`src/rtl/accelerator_pkg.sv`:
```
// accelerator_pkg
//   Shared definitions for the accelerator datapath and its output serializer:
//   default array geometry (CORES, UNITS, WORD_WIDTH_ACC), the serializer state
//   enum, and a $clog2 helper that never returns a zero width.
package accelerator_pkg;

    localparam int CORES_DEFAULT          = 2;
    localparam int UNITS_DEFAULT          = 4;
    localparam int WORD_WIDTH_ACC_DEFAULT = 32;

    typedef enum logic [0:0] {
        EMPTY = 1'b0,
        SEND  = 1'b1
    } ser_state_t;

    // Counter width for n states; a one-state counter still gets one bit.
    function automatic int clog2_min1(input int n);
        return (n > 1) ? $clog2(n) : 1;
    endfunction

endpackage

```
`src/rtl/axis_skid_buffer.sv`:
```
// axis_skid_buffer
//   Generic one-entry AXI-Stream register slice. Upstream ready is a flop
//   (~skid_full of the next cycle), so no combinational path runs from
//   i_m_ready to o_s_ready. Data passes straight through when the skid is empty,
//   so it adds no latency.
// Ports:
//   i_clk, i_rst          clock, synchronous active-high reset
//   i_s_data/last/valid   upstream beat; o_s_ready upstream ready
//   o_m_data/last/valid   downstream beat; i_m_ready downstream ready
module axis_skid_buffer #(
    parameter int DATA_W = 32
) (
    input  logic              i_clk,
    input  logic              i_rst,
    input  logic [DATA_W-1:0] i_s_data,
    input  logic              i_s_last,
    input  logic              i_s_valid,
    output logic              o_s_ready,
    output logic [DATA_W-1:0] o_m_data,
    output logic              o_m_last,
    output logic              o_m_valid,
    input  logic              i_m_ready
);

    logic              r_full;
    logic              r_ready;
    logic              r_last;
    logic [DATA_W-1:0] r_data;
    logic              w_s_hs;
    logic              w_full_next;

    assign w_s_hs    = i_s_valid & r_ready;
    assign o_s_ready = r_ready;
    assign o_m_valid = r_full | w_s_hs;
    assign o_m_data  = r_full ? r_data : i_s_data;
    assign o_m_last  = r_full ? r_last : i_s_last;

    // A full skid drains when downstream takes it; an empty skid fills only
    // when a beat arrives that downstream cannot take this cycle.
    assign w_full_next = r_full ? ~i_m_ready : (w_s_hs & ~i_m_ready);

    always_ff @(posedge i_clk) begin
        if (i_rst) begin
            r_full  <= 1'b0;
            r_ready <= 1'b0;
            r_last  <= 1'b0;
            r_data  <= '0;
        end else begin
            r_full  <= w_full_next;
            r_ready <= ~w_full_next;
            if (w_s_hs & ~r_full & ~i_m_ready) begin
                r_data <= i_s_data;
                r_last <= i_s_last;
            end
        end
    end

endmodule

```
`src/rtl/axis_output_serializer.sv`:
```
// axis_output_serializer
//   Splits each wide accelerator result beat (CORES*UNITS words) into SUB
//   consecutive M_DATA_WIDTH beats for the S2MM DMA, lowest word first, keeping
//   packet boundaries (tlast only on the final sub-beat of a tlast input beat).
// Optional build macro:
//   AXIS_OUTPUT_SERIALIZER_SKID_EN  put a one-entry skid slice in front of the
//                                   holding register (registered s_axis_tready)
// Ports:
//   aclk, areset                  clock, synchronous active-high reset
//   s_axis_tdata/tvalid/tready/   wide input stream; tuser is not forwarded
//   tlast/tuser
//   m_axis_tdata/tkeep/tvalid/    narrow output stream to the DMA
//   tready/tlast
module axis_output_serializer
    import accelerator_pkg::*;
#(
    parameter int CORES          = CORES_DEFAULT,
    parameter int UNITS          = UNITS_DEFAULT,
    parameter int WORD_WIDTH_ACC = WORD_WIDTH_ACC_DEFAULT,
    parameter int M_DATA_WIDTH   = 64,
    parameter int TUSER_WIDTH    = 7
) (
    input  logic                                  aclk,
    input  logic                                  areset,
    input  logic [CORES*UNITS*WORD_WIDTH_ACC-1:0] s_axis_tdata,
    input  logic                                  s_axis_tvalid,
    output logic                                  s_axis_tready,
    input  logic                                  s_axis_tlast,
    input  logic [TUSER_WIDTH-1:0]                s_axis_tuser,
    output logic [M_DATA_WIDTH-1:0]               m_axis_tdata,
    output logic [M_DATA_WIDTH/8-1:0]             m_axis_tkeep,
    output logic                                  m_axis_tvalid,
    input  logic                                  m_axis_tready,
    output logic                                  m_axis_tlast
);

    localparam int S_W   = CORES * UNITS * WORD_WIDTH_ACC;
    localparam int WPB   = M_DATA_WIDTH / WORD_WIDTH_ACC;
    localparam int SUB   = (CORES * UNITS) / WPB;
    localparam int SUB_W = clog2_min1(SUB);
    localparam logic [SUB_W-1:0] SUB_LAST = SUB_W'(SUB - 1);

    ser_state_t       r_state;
    logic [SUB_W-1:0] r_sub;
    logic [S_W-1:0]   r_hold;
    logic             r_hold_last;

    logic             w_last_sub;
    logic             w_m_valid;
    logic             w_out_hs;
    logic             w_ld_ready;
    logic             w_ld_valid;
    logic             w_ld_last;
    logic [S_W-1:0]   w_ld_data;
    logic             w_unused;

    assign w_unused   = ^s_axis_tuser;

    assign w_last_sub = (r_sub == SUB_LAST);
    assign w_m_valid  = (r_state == SEND);
    assign w_out_hs   = w_m_valid & m_axis_tready;
    // The holding register can take a new beat when empty, or in the same
    // cycle its final sub-beat leaves (no bubble between input beats).
    assign w_ld_ready = (r_state == EMPTY) | (m_axis_tready & w_last_sub);

`ifdef AXIS_OUTPUT_SERIALIZER_SKID_EN
    axis_skid_buffer #(
        .DATA_W (S_W)
    ) u_skid (
        .i_clk     (aclk),
        .i_rst     (areset),
        .i_s_data  (s_axis_tdata),
        .i_s_last  (s_axis_tlast),
        .i_s_valid (s_axis_tvalid),
        .o_s_ready (s_axis_tready),
        .o_m_data  (w_ld_data),
        .o_m_last  (w_ld_last),
        .o_m_valid (w_ld_valid),
        .i_m_ready (w_ld_ready)
    );
`else
    assign w_ld_data     = s_axis_tdata;
    assign w_ld_last     = s_axis_tlast;
    assign w_ld_valid    = s_axis_tvalid;
    assign s_axis_tready = w_ld_ready & ~areset;
`endif

    always_ff @(posedge aclk) begin
        if (areset) begin
            r_state     <= EMPTY;
            r_sub       <= '0;
            r_hold      <= '0;
            r_hold_last <= 1'b0;
        end else if (w_ld_valid & w_ld_ready) begin
            r_state     <= SEND;
            r_sub       <= '0;
            r_hold      <= w_ld_data;
            r_hold_last <= w_ld_last;
        end else if (w_out_hs) begin
            if (!w_last_sub) begin
                r_sub <= r_sub + SUB_W'(1);
            end else begin
                r_state <= EMPTY;
            end
        end
    end

    assign m_axis_tvalid = w_m_valid;
    assign m_axis_tdata  = r_hold[int'(r_sub) * M_DATA_WIDTH +: M_DATA_WIDTH];
    assign m_axis_tkeep  = {(M_DATA_WIDTH/8){w_m_valid}};
    assign m_axis_tlast  = w_m_valid & r_hold_last & w_last_sub;

endmodule

```
`config.mk`:
```
export PLATFORM = sky130hd
export DESIGN_NAME = axis_output_serializer
export DESIGN_NICKNAME = d
export VERILOG_FILES = /design/src/rtl/accelerator_pkg.sv /design/src/rtl/axis_skid_buffer.sv /design/src/rtl/axis_output_serializer.sv
export SDC_FILE = /design/constraint.sdc
export NUM_CORES = 1
export LEC_CHECK = 0
export BUFFER_PORTS_ARGS = -buffer_cell sky130_fd_sc_hd__buf_2
export CAP_MARGIN = 10
export CORE_MARGIN = 1
export CORE_UTILIZATION = 51
export CTS_CLUSTER_DIAMETER = 200
export CTS_CLUSTER_SIZE = 8
export DETAILED_ROUTE_END_ITERATION = 8
export GPL_TIMING_DRIVEN = 1
export PLACE_DENSITY = 0.77
export REMOVE_ABC_BUFFERS = 1
export SYNTH_ARGS = -nofsm -noshare
export SYNTH_HDL_FRONTEND = slang
export SYNTH_HIERARCHICAL = 1
export SYNTH_SLANG_ARGS = --single-unit
```
`constraint.sdc`:
```
create_clock -name aclk -period 2.3 [get_ports aclk]
set_clock_uncertainty 0.2 [all_clocks]
set_input_delay 0.345 -clock aclk [delete_from_list [all_inputs] [get_ports aclk]]
set_output_delay 0.345 -clock aclk [all_outputs]
set_load 0.02 [all_outputs]
```
======== Word level (Yosys, flattened, before mapping) ========
Cells that the tools add are included.
Widths: inputs -> output; s select.
word-level totals
  logic and storage cells ................. 25
  flip-flop bits (word level) ............. 260
operators by class
  equality and inequality tests ........... 1
  bitwise gates (word level) .............. 10
  $add $sub $neg .......................... 1
  mux-type cells .......................... 3
  reductions and logical operators ........ 5
  shift operators ......................... 1
operators by type and width
  cell                 number
  $shiftx 256x9->64    1
  $and 1x1->1          6
  $reduce_and 2->1     2
  $reduce_bool 2->1    2
  $mux 1               3
  $not 1->1            3
  $add 2x1->2 const B  1
  $eq 2x2->1 const B   1
  $reduce_or 2->1      1
  $or 1x1->1           1

======== Depth between registers and ports, before layout ========
Gate-level depths: netlist (run 1).
  word-level depth ........................ 6
  depth in mapped cells ................... 7
  gate-level depth less buffers ........... 4

======== Worst setup path before layout (run 1) ========
Ideal clock, no wire load.
  path type ............................... reg-to-output
  start ................................... reg r_sub[0]
  end ..................................... out m_axis_tdata[0]
  cell stages (with the launch flop) ...... 4
  path buffers ............................ 2
  path slack .............................. 374 ps
  data required time ...................... 1755 ps
  data arrival time ....................... 1381 ps
  path through ............................ dfxtp_1 buf_2 buf_6 mux4_2
between the ends
  word-level cells in the longest chain between the ends .. 1
RTL lines
  item                      RTL line                       text
  start: declaration        axis_output_serializer.sv:44   logic [SUB_W-1:0] r_sub;
  start signal: assignment  axis_output_serializer.sv:101  r_sub <= r_sub + SUB_W'(1);
  $shiftx 256x9->64         axis_output_serializer.sv:109  assign m_axis_tdata = r_hold[int'(r_sub) * M_DATA_WIDTH +: M_DATA_WIDTH];
  end: declaration          axis_output_serializer.sv:30   output logic [M_DATA_WIDTH-1:0] m_axis_tdata,
No other way between the ends.

======== Final worst setup path (run 1) ========
  start ................................... reg r_sub[0]
  end ..................................... out m_axis_tdata[60]
Same word-level chain as after synthesis.

==> summary.md, run 1 <==
| Metric | Value |
|---|---|
| Max clock buf depth | 3 |
| GR Overflow Total | 0 |
| Number of CTS-inserted buffers | 38 |
| Initial antenna violation count | 3 |
| Non-Filler Instances | 2127 |
| RR Startpoint | r_sub[0] |
| Pwr dens | 632.1 mW/mm^2 |
| Largest family of logic cells by synthesized area | multiplexers |
| Post-layout min period | 2455 ps |
| Avg Synthesized Cell Area | 10.87 um^2 |
| Root Driver | clkbuf_16 |
| Most area-hungry cell type in the Yosys netlist | dfxtp_1 |
| Hold Startpoint | areset |
| Worst setup SP type | flop |
| Sink Count | 260 |
| Yosys top cell area share | 39.36% |
| Failing checks | negative setup slack |
| Multi-input logic area | 0.007341 mm^2 |
| Clock transition at the registers of the reported paths | 50 ps |
| RSZ-0062 raised after global routing | yes |
| Vias in the first global route | 11906 |
| Adder-cell share of the synthesized area | 0.09462% |
| Placed insts | 1802 |
| Sequential share of the synthesized area | 39.36% |
| Fillers | 1475 |
| Period utilization | 106.7% |
| Post-Synth Simple-Gate Area | 24.70% |
| TritonCTS clock tree | done |
| Wire per inst | 18.87 um |
| Cell count after synthesis | 1216 |
| Die Y | 163.0 um |
| Mux cell area share after synthesis | 30.43% |
| Leak Pwr | 8.118 nW |
| CP endpoint kind | output port |
| Synth Register Bits | 260 |
| Outcome | finished, violations left |
| Max-Cap Viols | 0 |
| Hold Violations, Final | 0 |
| I/O Pins | 343 |
| Area Overhead vs Synth | 46.72% |
| Syn. warnings | 6 |
| Post-route cell area | 0.01940 mm^2 |
| XOR/XNOR Fraction of Synth Area | 0.06623% |
| Mapped cell area | 0.01322 mm^2 |
| Die area | 0.02658 mm^2 |
| Largest net degree at the start of global routing | 84 |
| CP max FO | 5 |
| Setup TNS | -7394 ps |
| Final setup fails | 64 |
| Critical path class | reg -> out |
| Sequential cell area | 0.005213 mm^2 |
| Post-synth EDFFs | 0 |
| H-tree depth | 2 |
| Core area | 0.02533 mm^2 |
| Vias | 11110 |
| Worst setup margin | -155.0 ps |
| GPL Wtd Cong | 0.7819 |
| Worst EP required | 1750 ps |
| Most used flip-flop cell after synthesis | dfxtp_1 |
| Largest cells by area after synthesis | dfxtp_1, nand2b_1, mux2i_1, mux4_2, buf_6 |
| Nets | 2058 |
| Asr flop ratio synth | 0% |
| CP arrival | 1910 ps |
| Chip width | 163.0 um |
| Compound-gate portion of the synthesized area | 0.08515% |
| HP Class | in -> reg |
| FMAX | 407.3 MHz |
| Post-route ant nets | 0 |
| Row cnt | 58 |
| Worst skew pair latency | 500 ps |
| Global-route wire length before repair | 60860 um |
| Port Buffers | 335 |
| Drt initial violations | 665 |
| Max Slew Vio Count | 0 |
| Cell variety after synth | 18 |
| VDD IR max | 0.0005636 V |
| Dpl ws | 288.1 ps |
| Vias per Instance | 5.223 |
| Top-count cell post-synth | nand2b_1 |
| Drt pass-1 iters | 5 |
| Share of layout cells above drive strength 1 | 27.68% |
| DP HPWL | 20160 um |
| Total chip power | 12.26 mW |
| Starting Density | 52.21% |
| Worst-Margin Slew | 432.9 ps |
| DRC viols | 0 |
| Final wirelength | 40140 um |
| Total GRT Usage | 29.11% |
| Slew HR | 71.14% |
| Placed Instance Area | 0.01504 mm^2 |
| Synth top cells by count | nand2b_1, dfxtp_1, mux2i_1 |
| Critical Path Start | r_sub[0] |
## worst paths after layout
kind	slack, ps	depth (start not counted)	end
setup / recovery	-160	4	m_axis_tdata[60]
hold / removal	50	2	m_axis_tvalid
setup reg to reg	130	7	r_hold[181]
hold reg to reg	270	2	r_hold[12]
## layer usage
metal | vias to the layer above | routed length [um] | global-route usage, %
li1 | 5206 | - | -
met4 | 0 | 1684 | 14.06
met3 | 131 | 2276 | 5.764
met1 | 5364 | 15080 | 31.49
met5 | - | 0 | 0
met2 | 409 | 21110 | 53.89
## registers in the layout, summed over array words and instances (netlist names)
| signal | cells |
|---|---|
| m_axis_tvalid | 1 |
| r_hold | 256 |
| r_hold_last | 1 |
| r_sub | 2 |
## kinds of logic after synthesis
group,after synthesis
DFF,260
xor gates and xnor gates,1
buffers and inverters,109
adders and majority gates,1
muxes,322
and+or+nand+nor,522
AOI/OAI and AO/OA,1
## cell type report
| class | instances | area share, % |
|---|---|---|
| diodes | 5 | 0.06449 |
| clock buffers | 42 | 5.307 |
| clock inverters | 1 | 0.1548 |
| multi-input cells | 847 | 37.83 |
| flip-flops and latches | 260 | 26.87 |
| well taps | 330 | 2.128 |
| repair buffers | 642 | 27.65 |
## power breakdown
group	internal, mW	total (mW)	switching, mW
clock	3.22	5.11	1.89
combinational	1.27	2.18	0.920
sequential	4.80	4.97	0.166
total	9.29	12.3	2.98
## metrics by stage
stage | utilization [%] | hold slack, ps
detailed placement | 59.40 | 260.5
global placement | 59.40 | 254.6
global route | 76.59 | 54.80
CTS | 75.84 | 23.68
finish | 76.61 | 51.95
floorplan | - | 214.7
## worst max-delay path, stage by stage, from the launching register on
cell and delay, ps:
dfxtp_4 390, buf_12 160, buf_16 150, mux4_2 550
buf_6 160
## repair_timing
action	CTS	global route
setup buffers	14	0
gates resized for setup	78	61
hold endpoints to repair	258	0
pin swaps	0	1
setup endpoints to repair	64	65
hold buffers	259	0
gates cloned	4	3
## placed cells by master, fill, tap and decap left out
cell | synthesis | layout
and3_1 | 1 | 1
nor2_1 | 3 | 3
buf_4 | 12 | 22
buf_2 | 7 | 275
buf_16 | 0 | 5
buf_12 | 0 | 15
xor2_1 | 1 | 1
nor3_2 | 2 | 2
mux2i_1 | 258 | 258
nand3b_1 | 1 | 1
clkbuf_16 | 0 | 44
mux4_2 | 64 | 64
a21boi_4 | 0 | 1
nand2b_1 | 514 | 514
dlygate4sd3_1 | 0 | 259
bufinv_16 | 0 | 1
nor2b_4 | 0 | 1
ha_2 | 0 | 1
diode_2 | 0 | 5
buf_6 | 28 | 61
clkbuf_1 | 59 | 1
buf_8 | 2 | 2
dfxtp_4 | 0 | 2
dfxtp_1 | 260 | 258
Power figures use the tool's default switching activity.
==> run 2: changes to the inputs <==
--- a/config.mk
+++ b/config.mk
@@ -8,12 +8,12 @@
 export BUFFER_PORTS_ARGS = -buffer_cell sky130_fd_sc_hd__buf_2
 export CAP_MARGIN = 10
 export CORE_MARGIN = 1
-export CORE_UTILIZATION = 51
+export CORE_UTILIZATION = 54
 export CTS_CLUSTER_DIAMETER = 200
 export CTS_CLUSTER_SIZE = 8
 export DETAILED_ROUTE_END_ITERATION = 8
 export GPL_TIMING_DRIVEN = 1
-export PLACE_DENSITY = 0.77
+export PLACE_DENSITY = 0.81
 export REMOVE_ABC_BUFFERS = 1
 export SYNTH_ARGS = -nofsm -noshare
 export SYNTH_HDL_FRONTEND = slang
==> run 2 against run 1 <==
The flow still finishes with violations (negative setup slack). Utilization up 5.9 points. Worst hold slack better by 93 ps. Maximum frequency down 2.9%. Final area up 0.99%. Clock-buffer cell count down 2. Clock power down 1%. Global-route usage up 2.8 points. Sequential power about the same. Non-clock buffer count up 12. Routed wire length up 12%. Combinational power up 6%. Sequential cell count unchanged.
==> summary.md, run 2 (same netlist as run 1, synthesis figures left out) <==
| Metric | Value |
|---|---|
| Reg2Reg Depth | 9 |
| TritonCTS clock tree | done |
| Finished Core Util | 82.50% |
| Die Y | 158.5 um |
| Area Overhead vs Synth | 48.18% |
| HP Class | in -> reg |
| Outcome | finished, violations left |
| Largest net degree at the start of global routing | 124 |
| Critical path class | reg -> out |
| Slew HR | 70.88% |
| Clock transition at the registers of the reported paths | 50 ps |
| Chip width | 158.5 um |
| Worst skew pair latency | 500 ps |
| VDD IR max | 0.0005777 V |
| Flip-flop count of the largest register after layout | 256 |
| Most common cell after layout, fill and taps aside | nand2b_1 |
| GPL Wtd Cong | 0.7456 |
| Top flop regs | r_hold x256, r_sub x2 |
| Hold Violations, Final | 0 |
| GR Overflow Total | 0 |
| Share of layout cells above drive strength 1 | 28.45% |
| Reg power frac | 40.4% |
| Drt initial violations | 723 |
| Total chip power | 12.35 mW |
| Drt pass-1 iters | 5 |
| Non-Filler Instances | 2127 |
| Global-route wire length before repair | 61400 um |
| Slack of the worst reg-to-reg path | 100 ps |
| Post-route cell area | 0.01960 mm^2 |
| Period utilization | 110.0% |
| Starting Density | 55.67% |
| Combinational power share | 18.6% |
| DRC viols | 0 |
| Failing checks | negative setup slack |
| CP max FO | 8 |
| RSZ-0062 raised after global routing | yes |
| Worst setup margin | -229.3 ps |
| Vias in the first global route | 12073 |
| Die area | 0.02512 mm^2 |
| Max clock buf depth | 3 |
| Worst EP required | 1750 ps |
| Wire per inst | 21.08 um |
| Vias | 11611 |
| Number of CTS-inserted buffers | 38 |
| Leak Pwr | 8.203 nW |
| Total GRT Usage | 31.88% |
| Port Buffers | 335 |
| Post-layout min period | 2529 ps |
| Sink Count | 260 |
| Sw Pwr | 3.144 mW |
| Final wirelength | 44840 um |
| Setup TNS | -7739 ps |
| Worst-Margin Slew | 436.9 ps |
| Max-Cap Viols | 0 |
| WHS | 144.9 ps |
| Post-route ant nets | 0 |
| Nets | 2070 |
| Hold Path Stages | 3 |
| I/O Pins | 343 |
| CP arrival | 1980 ps |
| Row cnt | 56 |
| Clock power share | 41.0% |
| Switch share | 25.45% |
| CP endpoint kind | output port |
| Int Pwr | 9.210 mW |
| Vias per Instance | 5.459 |
| FMAX | 395.4 MHz |
| Root Driver | clkbuf_16 |
| DP HPWL | 20260 um |
| H-tree depth | 2 |
| Core area | 0.02375 mm^2 |
| Final setup fails | 64 |
| Worst setup SP type | flop |
| Placed Instance Area | 0.01507 mm^2 |
| Max Slew Vio Count | 0 |
| Most frequent cells in the layout | nand2b_1, buf_2, dlygate4sd3_1, dfxtp_1, mux2i_1 |
| Placed insts | 1793 |
| Initial antenna violation count | 6 |
| Pwr dens | 630.5 mW/mm^2 |
| Largest Register | r_hold |
| Dpl ws | 296.6 ps |
[run 2: cell types whose count changed in the layout (fill, tap and decap cells not counted), moves of 3 or more]
cell / before / now
buf_4: 22 / 27
mux2i_2: 0 / 3
mux2i_1: 258 / 253
buf_16: 5 / 9
buf_12: 15 / 12
[run 2: critical path, cell delays in order, from the launching register on]
cell	delay [ps]
dfxtp_4	410
buf_6	140
clkbuf_16	180
mux4_2	580
buf_6	170
[run 2: routing by layer]
| metal | global-route usage (%) | share of wire, % |
|---|---|---|
| met1 | 33.97 | 35 |
| met2 | 56.83 | 51 |
| met3 | 7.594 | 7.2 |
| met4 | 19.60 | 6.5 |
| met5 | 0 | 0.060 |
[run 2: power by group through the flow]
stage | clock (mW) | sequential [mW] | combinational (mW)
after floorplan | 0 | 5.04 | 1.39
after global placement | 0 | 5.02 | 1.56
after detailed placement | 0 | 5.03 | 1.59
after CTS | 5.07 | 4.95 | 2.03
after global routing | 5.30 | 5.01 | 2.43
final | 5.06 | 4.99 | 2.30
[run 2: final cells by class]
type                            count  area [um^2]
Multi-Input combinational cell    847         7395
Timing Repair Buffer              654         5558
Sequential cell                   260         5213
Fill cell                        1159         4158
Clock buffer                       40        979.7
Tap cell                          319        399.1
Clock inverter                      2        38.79
Antenna cell                        5        12.51
[run 2: timing repair]
action | in CTS | in global routing
hold buffers | 259 | 0
endpoints found under the setup margin | 64 | 223
setup buffers | 6 | 12
pin swaps | 1 | 3
hold endpoints to repair | 258 | 0
cloned | 4 | 7
resized for setup | 63 | 84
[run 2: worst paths after layout]
kind	start	to
worst min register to register	r_hold[249]	r_hold[249]
worst max register to register	r_sub[0]	r_hold[208]
worst min-delay path	areset	r_hold[165]
worst max-delay path	r_sub[0]	m_axis_tdata[30]
